<file path="config.mk">
export PLATFORM = sky130hd
export DESIGN_NAME = joybus_poll_sched
export DESIGN_NICKNAME = d
export VERILOG_FILES = /design/src/rtl/joybus_poll_sched.sv
export SDC_FILE = /design/constraint.sdc
export NUM_CORES = 1
export LEC_CHECK = 0
export CORE_MARGIN = 1
export CORE_UTILIZATION = 45
export CTS_BUF_LIST = sky130_fd_sc_hd__clkbuf_4
export DETAILED_ROUTE_END_ITERATION = 10
export HOLD_SLACK_MARGIN = 0.06
export PLACE_DENSITY_LB_ADDON = 0.08
export SLEW_MARGIN = 20
export SYNTH_ARGS = -nofsm -noshare
export SYNTH_HDL_FRONTEND = slang
export SYNTH_SLANG_ARGS = --single-unit
</file>
<file path="constraint.sdc">
create_clock -name clk -period 2.4 [get_ports clk]
set_input_delay 0.72 -clock clk [delete_from_list [all_inputs] [get_ports clk]]
set_output_delay 0.72 -clock clk [all_outputs]
set_load 0.02 [all_outputs]
</file>
<file path="src/rtl/joybus_poll_sched.sv">
// joybus_poll_sched
// Command sequencer in front of the JOYBUS TX/RX pair. After reset it issues one
// INIT_CMD. It then issues POLL_CMD every POLL_PERIOD cycles while polling is
// enabled, and interleaves one-shot host commands; the host wins a tie. Each
// transaction waits for the TX stop bit, then for the RX reply or a timeout, then
// holds the bus idle for GAP_CYCLES before the next command is accepted.
//
// Ports
//   clk              system clock
//   rst              synchronous, active-high reset
//   poll_en_i        1 = periodic polling enabled
//   host_req_i       level request for a one-shot command, held until host_ack_o
//   host_cmd_i       host command byte, captured on the host_ack_o cycle
//   host_ack_o       1-cycle pulse: host command accepted
//   tx_cmd_data_o    command byte to TX, stable from ISSUE until tx_done_i
//   tx_cmd_rdy_o     1-cycle start pulse to TX
//   tx_done_i        1-cycle pulse from TX: stop bit finished
//   rx_done_in_i     1-cycle pulse from RX: reply received
//   tx_rx_done_o     to TX: reply (in RX_WAIT) or timeout
//   resp_valid_o     1-cycle pulse: transaction finished
//   resp_src_o       0=init 1=poll 2=host, valid with resp_valid_o
//   resp_timeout_o   1 = finished by timeout, valid with resp_valid_o
//   link_ok_o        1 after a replied transaction, 0 after a timed-out one
//   err_cnt_o        timeout count, saturates at 255
//
// state     | meaning
// ----------+-----------------------------------------------------
// IDLE      | waiting for a host request or a pending poll
// ISSUE     | start pulse to TX (exactly one cycle)
// TX_WAIT   | command shifting out, wait for tx_done
// RX_WAIT   | reply window, timer runs toward the timeout
// GAP       | bus recovery before the next transaction

module joybus_poll_sched #(
    parameter int unsigned POLL_PERIOD = 400000,
    parameter int unsigned RX_TIMEOUT  = 2400,
    parameter int unsigned GAP_CYCLES  = 48,
    parameter logic [7:0]  POLL_CMD    = 8'h01,
    parameter logic [7:0]  INIT_CMD    = 8'h00
) (
    input  logic       clk,
    input  logic       rst,
    input  logic       poll_en_i,
    input  logic       host_req_i,
    input  logic [7:0] host_cmd_i,
    output logic       host_ack_o,
    output logic [7:0] tx_cmd_data_o,
    output logic       tx_cmd_rdy_o,
    input  logic       tx_done_i,
    input  logic       rx_done_in_i,
    output logic       tx_rx_done_o,
    output logic       resp_valid_o,
    output logic [1:0] resp_src_o,
    output logic       resp_timeout_o,
    output logic       link_ok_o,
    output logic [7:0] err_cnt_o
);

    localparam int unsigned PCW  = (POLL_PERIOD > 2) ? $clog2(POLL_PERIOD) : 1;
    localparam int unsigned TMAX = (RX_TIMEOUT > GAP_CYCLES) ? RX_TIMEOUT : GAP_CYCLES;
    localparam int unsigned TW   = (TMAX > 2) ? $clog2(TMAX) : 1;

    // All timers are down-counters loaded with (length - 1) and finishing at zero.
    localparam logic [PCW-1:0] PER_RELOAD = PCW'(POLL_PERIOD - 1);
    localparam logic [TW-1:0]  RX_RELOAD  = TW'(RX_TIMEOUT - 1);
    localparam logic [TW-1:0]  GAP_RELOAD = TW'(GAP_CYCLES - 1);

    localparam logic [1:0] SRC_INIT = 2'd0;
    localparam logic [1:0] SRC_POLL = 2'd1;
    localparam logic [1:0] SRC_HOST = 2'd2;

    typedef enum logic [2:0] {
        S_IDLE,
        S_ISSUE,
        S_TX_WAIT,
        S_RX_WAIT,
        S_GAP
    } state_t;

    state_t         state_q, state_d;
    logic [7:0]     cmd_q, cmd_d;
    logic [1:0]     src_q, src_d;
    logic [TW-1:0]  timer_q, timer_d;
    logic [PCW-1:0] per_cnt_q, per_cnt_d;
    logic           poll_pend_q, poll_pend_d;
    logic           link_ok_q, link_ok_d;
    logic [7:0]     err_cnt_q, err_cnt_d;
    logic           per_wrap;

    // Period counter: free-runs only while polling is enabled and restarts
    // from the beginning of a period whenever polling is switched off.
    always_comb begin
        per_wrap  = 1'b0;
        per_cnt_d = per_cnt_q;
        if (!poll_en_i) begin
            per_cnt_d = PER_RELOAD;
        end else if (per_cnt_q == '0) begin
            per_wrap  = 1'b1;
            per_cnt_d = PER_RELOAD;
        end else begin
            per_cnt_d = per_cnt_q - PCW'(1);
        end
    end

    always_comb begin
        state_d        = state_q;
        cmd_d          = cmd_q;
        src_d          = src_q;
        timer_d        = timer_q;
        poll_pend_d    = poll_pend_q;
        link_ok_d      = link_ok_q;
        err_cnt_d      = err_cnt_q;
        host_ack_o     = 1'b0;
        tx_cmd_rdy_o   = 1'b0;
        tx_rx_done_o   = 1'b0;
        resp_valid_o   = 1'b0;
        resp_timeout_o = 1'b0;

        unique case (state_q)
            S_IDLE: begin
                if (host_req_i) begin
                    host_ack_o = 1'b1;
                    cmd_d      = host_cmd_i;
                    src_d      = SRC_HOST;
                    state_d    = S_ISSUE;
                end else if (poll_pend_q) begin
                    cmd_d       = POLL_CMD;
                    src_d       = SRC_POLL;
                    poll_pend_d = 1'b0;
                    state_d     = S_ISSUE;
                end
            end
            S_ISSUE: begin
                tx_cmd_rdy_o = 1'b1;
                state_d      = S_TX_WAIT;
            end
            S_TX_WAIT: begin
                if (tx_done_i) begin
                    timer_d = RX_RELOAD;
                    state_d = S_RX_WAIT;
                end
            end
            S_RX_WAIT: begin
                // A reply arriving on the timeout cycle still counts as a reply.
                if (rx_done_in_i) begin
                    tx_rx_done_o = 1'b1;
                    resp_valid_o = 1'b1;
                    link_ok_d    = 1'b1;
                    timer_d      = GAP_RELOAD;
                    state_d      = S_GAP;
                end else if (timer_q == '0) begin
                    tx_rx_done_o   = 1'b1;
                    resp_valid_o   = 1'b1;
                    resp_timeout_o = 1'b1;
                    link_ok_d      = 1'b0;
                    if (err_cnt_q != 8'hFF) begin
                        err_cnt_d = err_cnt_q + 8'd1;
                    end
                    timer_d = GAP_RELOAD;
                    state_d = S_GAP;
                end else begin
                    timer_d = timer_q - TW'(1);
                end
            end
            S_GAP: begin
                if (timer_q == '0) begin
                    state_d = S_IDLE;
                end else begin
                    timer_d = timer_q - TW'(1);
                end
            end
            default: begin
                state_d = S_IDLE;
            end
        endcase

        // A wrap in the same cycle a poll is taken starts a fresh period, so it
        // must survive the clear above. Wraps while already pending collapse.
        if (per_wrap) begin
            poll_pend_d = 1'b1;
        end
        if (!poll_en_i) begin
            poll_pend_d = 1'b0;
        end

        // Reset parks the FSM in ISSUE; keep every pulse quiet until rst drops.
        if (rst) begin
            host_ack_o     = 1'b0;
            tx_cmd_rdy_o   = 1'b0;
            tx_rx_done_o   = 1'b0;
            resp_valid_o   = 1'b0;
            resp_timeout_o = 1'b0;
        end
    end

    always_ff @(posedge clk) begin
        if (rst) begin
            state_q     <= S_ISSUE;
            cmd_q       <= INIT_CMD;
            src_q       <= SRC_INIT;
            timer_q     <= '0;
            per_cnt_q   <= PER_RELOAD;
            poll_pend_q <= 1'b0;
            link_ok_q   <= 1'b0;
            err_cnt_q   <= 8'h00;
        end else begin
            state_q     <= state_d;
            cmd_q       <= cmd_d;
            src_q       <= src_d;
            timer_q     <= timer_d;
            per_cnt_q   <= per_cnt_d;
            poll_pend_q <= poll_pend_d;
            link_ok_q   <= link_ok_d;
            err_cnt_q   <= err_cnt_d;
        end
    end

    assign tx_cmd_data_o = cmd_q;
    assign resp_src_o    = src_q;
    assign link_ok_o     = link_ok_q;
    assign err_cnt_o     = err_cnt_q;

endmodule

</file>
-- Word-level counts from Yosys, hierarchy flattened
Cells that the tools add are included.
- add/sub/neg operators: 3
- multipliers: 0
- div/mod/pow operators: 0
- magnitude comparators: 0
- eq/ne operators: 11
- shifts and indexed selects: 0
- multiplexer cells: 35
- bitwise logic cells: 2
- reductions and logical operators: 15
- operators by type and width (operator ; count):
    two-way mux 12 bit ; 4
    case mux 12 bit (3 select lines) ; 1
    logical NOT 19 bit ; 1
    two-way mux 1 bit ; 19
    subtractor 19 x 1 -> 19 bit, second input constant ; 1
    two-way mux 3 bit ; 6
    two-way mux 8 bit ; 2
    case mux 3 bit (5 select lines) ; 1
    logical NOT 12 bit ; 1
    subtractor 12 x 1 -> 12 bit, second input constant ; 1
    adder 8 x 1 -> 8 bit, second input constant ; 1
    inequality test 8 bit, second input constant ; 1
    AND reduction 4 bit ; 2
    equality test 3 x 2 -> 1 bit, second input constant ; 2
    inequality test 2 bit, second input constant ; 3
    inequality test 3 bit, second input constant ; 2
    AND reduction 2 bit ; 3
    nonzero test 2 bit ; 3
    two-way mux 2 bit ; 2
    equality test 3 x 1 -> 1 bit, second input constant ; 1
    equality test 3 bit, second input constant ; 1
    logical NOT 3 bit ; 1
    AND reduction 3 bit ; 1
    nonzero test 3 bit ; 1
    4 further kinds ; 5
- bits in registers: 54
- latch bits: 0
- memory bits (writable): 0
- bits in read-only memories: 0
- input bits: 14
- output and inout port bits: 24
- word-level logic and storage cells: 74
- memories kept: 0

-- Longest topological paths before layout
- depth after elaboration: 5
- gate-level depth with buffers: 8
- gate-level depth less buffers: 7

-- Worst setup path after synthesis
No wires, ideal clock.
- path kind: reg2out
- from: register timer_q[0]
- to: output port tx_rx_done_o
- arrival: 2129 ps
- data required time: 1680 ps
- slack: -449 ps
- cell stages (with the launch flop): 8
- path buffers: 1
- cell sequence: dfxtp_1 > inv_1 > ha_1 > or4b_2 > nor3_2 > o21ai_0 > nor2_1 > buf_4
- longest elaborated chain between the ends: 5
- ends and longest elaborated chain (item ; line ; text):
    from (decl) ; 83 ; logic [TW-1:0] timer_q, timer_d;
    from (signal assigned) ; 210 ; timer_q <= timer_d;
    logical NOT 12 bit ; 151 ; end else if (timer_q == '0) begin
    two-way mux 1 bit (4 in a row) ; n/a ;
    to (decl) ; 51 ; output logic tx_rx_done_o,
Every way passes these cells.

-- Final worst setup path
- from: register timer_q[1]
- to: output port resp_valid_o
- longest elaborated chain between the ends: 5
- ends and longest elaborated chain (item ; line ; text):
    logical NOT 12 bit ; 151 ;
    two-way mux 1 bit ; 151 ;
    two-way mux 1 bit ; 145 ; if (rx_done_in_i) begin
    two-way mux 1 bit ; 119 ; unique case (state_q)
    two-way mux 1 bit ; 187 ; if (rst) begin
    to (decl) ; 52 ; output logic resp_valid_o,
Every way passes these cells.

==> flow_summary.ini <==
[synthesis]
synthCells = 297
yosys.area.top_type = dfxtp_1
synth_area_per_cell_um2 = 8.67
async_flop_share = 0
synth_warnings = 0
synth_edf_count = 0
ys_seq_area_frac = 0.420
synth.net_count = 316
synth_top_area_frac = 0.420
synth_ff_type = dfxtp_1
ys_seq_elements = 54
synthTopCellsByArea = dfxtp_1 (42%), xnor2_1 (5.8%), nor2_1 (5.1%), nand2_1 (4.2%), a21oi_1 (3.5%)
syn_area_mm2 = 0.00257
synthDistinctLibCells = 58

[worst_setup_path]
cp-start-kind = flip-flop
crit_chain = inv_2 -> ha_4 -> or4b_4 -> nor3_4 -> o21ai_2 -> nor2_4 -> buf_6
max_stage_delay_ns = 0.48
r2r-end = err_cnt_o[7]$_SDFFE_PP0P_
crit_required_ns = 1.68
cp_slowest_cell = or4b_4
r2r_start = timer_q[2]$_SDFFE_PP0P_
cp-end-kind = primary output
path_class = reg -> out
r2r_slack_ns = 0.08
crit_arrival_ns = 1.89
cp_max_fo = 2
rr_worst_depth = 11

[timing]
fin_crit_ns = 2.61
setup_slack_ns = -0.212
setup_viol = 3
worstMarginPinSlew_ns = 0.590
drv_slew = 0
fmax_mhz = 383
skew_ns = 0.0114
slew_headroom = 0.603
hold_viol = 0
fin_crit_sh = 1.09
rsz0062_at_grt = true

[clock_tree]
cts_tree = built
root_buffer = clkbuf_4
htree_num_levels = 2
cts_sinks = 54
postCtsHoldBufs = 0
numCtsBuffers = 5
clk_latency_ns = 0.37
path_clk_slew_ns = 0.16
cts_buffer_depth = 2

[hold_path]
min_to = per_cnt_q[0]$_SDFF_PP1_
min-delay-start = per_cnt_q[0]$_SDFF_PP1_
hold_depth = 1
hp-class = reg -> reg

[finish]
syn2layout_area_growth_pct = 39.0
fillers = 478
drive_gt1_frac = 0.244
layout.cells.non_filler = 461
num_antenna_cells = 0
final_nets = 407

[placed_design]
dpl.cell_count = 445
dpl.hpwl_mm = 4.75
gp_congestion = 0.874
port_buffers = 37
post-place-ws_ns = -0.606

[floorplan]
die_w_um = 77.6
num_rows = 27
die_area_mm2 = 0.00603
die_h_um = 77.6
design.portCount = 38
coreArea_mm2 = 0.00551
start_util = 0.467

[global_route]
grt_pass1_vias = 2258
antenna_found_initial = 0
grt_usage = 0.216
grt_pass1_wl_mm = 10.4
grt_max_degree = 18
grt_remaining_overflow = 0

[pwr]
power-per-cell-area_mw_per_mm2 = 694
vdd_drop_max_uv = 460
p_leak_nw = 1.38

[flow_run]
maxCapViolCount = 0

[routing]
vias_per_cell = 5.43
ant_nets = 0
num_vias = 2505
firstDrtPassIters = 4
drt-total-wl_mm = 6.32
drc = 0
wire_per_inst_um = 13.7
drt_iter0_markers = 127

[status]
violations = setup timing
status = finished, violations left
==> metal layers <==
| layer | wire length (um) | part of all wire | GRT usage | vias to the layer above |
|---|---|---|---|---|
| li1 | - | - | - | 1272 |
| met1 | 2940 | 0.47 | 0.273 | 1189 |
| met2 | 3150 | 0.50 | 0.382 | 38 |
| met3 | 172 | 0.027 | 0.0365 | 6 |
| met4 | 55 | 0.0087 | 0.0509 | 0 |
| met5 | 0 | 0 | 0 | - |
==> worst max-delay path by stage <==
stage                                       start             end  slack (ns)
after floorplan           timer_q[0]$_SDFFE_PP0P_    tx_rx_done_o       -0.05
after global placement               rx_done_in_i  resp_timeout_o       -0.55
after detailed placement             rx_done_in_i  resp_timeout_o       -0.61
after CTS                 timer_q[1]$_SDFFE_PP0P_    resp_valid_o       -0.23
after global routing      timer_q[1]$_SDFFE_PP0P_    resp_valid_o       -0.33
final                     timer_q[1]$_SDFFE_PP0P_    resp_valid_o       -0.21
==> report_power, final <==
part / switching [W] / internal (W) / leakage, nW
registers: 0.0000418 / 0.000960 / 0.440
logic: 0.000495 / 0.000472 / 0.895
clock network: 0.000290 / 0.000222 / 0.0456
==> synthesized netlist by cell type (2+ instances only) <==
cell type,number
nand3b_1,2
dfxtp_1,54
nor4_1,11
clkbuf_1,8
o31ai_1,3
nor4b_1,3
nor2_1,35
nor3b_1,2
o311ai_0,2
a211oi_1,3
a311oi_1,2
nand3_1,9
or3_1,7
nor2b_1,3
nor3_1,14
inv_1,6
ha_1,5
xor2_1,3
a221oi_1,2
o21a_1,2
nand2_1,29
or4b_2,2
or4_4,2
a22o_1,7
o21ai_0,12
or4_1,4
xnor2_1,17
a21oi_1,18
==> per-stage QoR <==
stage               hold WS, ns  setup TNS [ns]  total power (W)  utilization  instance area (um^2)
CTS                       0.439          -0.525          0.00247        0.642                  3540
detailed placement        0.401           -2.67          0.00191        0.616                  3390
floorplan                 0.385         -0.0478          0.00150            -                  2600
global placement          0.400           -2.47          0.00190        0.616                  3390
finish                    0.434          -0.515          0.00248        0.650                  3580
global route              0.460          -0.841          0.00262        0.650                  3580
==> state kept, by name, summed over array words and instances, names as in the netlist <==
name	count
tx_cmd_data_o	8
resp_src_o	2
timer_q	12
poll_pend_q	1
err_cnt_o	8
state_q	3
per_cnt_q	19
link_ok_o	1
==> layout by cell type (no fill, tap or decap), drive strengths merged, types with 6 or more instances in the layout <==
cell type / synthesis / routed
buf: 3 / 63
o21ai: 12 / 12
or4: 6 / 6
or3: 7 / 7
nor3: 15 / 15
xnor2: 17 / 17
inv: 6 / 7
a22o: 7 / 7
clkdlybuf4s50: 0 / 30
dfxtp: 54 / 54
nor2: 35 / 35
a21oi: 18 / 18
nor4: 12 / 12
nand2: 29 / 29
nand3: 9 / 9
==> cells by family after synthesis <==
kind of cell,after synthesis,share of synthesized area
and+or+nand+nor,134,0.279
DFF,54,0.420
buffers and inverters,18,0.0311
muxes,1,0.00437
adders and majority gates,5,0.0243
xor gates and xnor gates,20,0.0681
AOI/OAI and AO/OA,65,0.174
==> cell type report <==
type	instances	area, um^2	area share
Clock buffer	5	37.5	0.0105
Clock inverter	3	43.8	0.0122
Inverter	7	26.3	0.00735
Multi-Input combinational cell	225	1480	0.415
Sequential cell	54	1080	0.303
Tap cell	72	90.1	0.0252
Timing Repair Buffer	95	812	0.227
==> worst max-delay path: cells and delay by family, from the launching register on <==
family | cells | cell delay [ns]
buf+inv | 2 | 0.19
flops | 1 | 0.36
simple gates | 3 | 0.75
compound gates | 1 | 0.10
fa+ha+maj | 1 | 0.13
==> what timing repair did <==
action                     CTS  global route
pin swaps                    6             0
setup endpoints to repair    5             6
resized for setup           32             7
buffers inserted             7             1
Note: power is estimated with default switching activity, not from simulation.
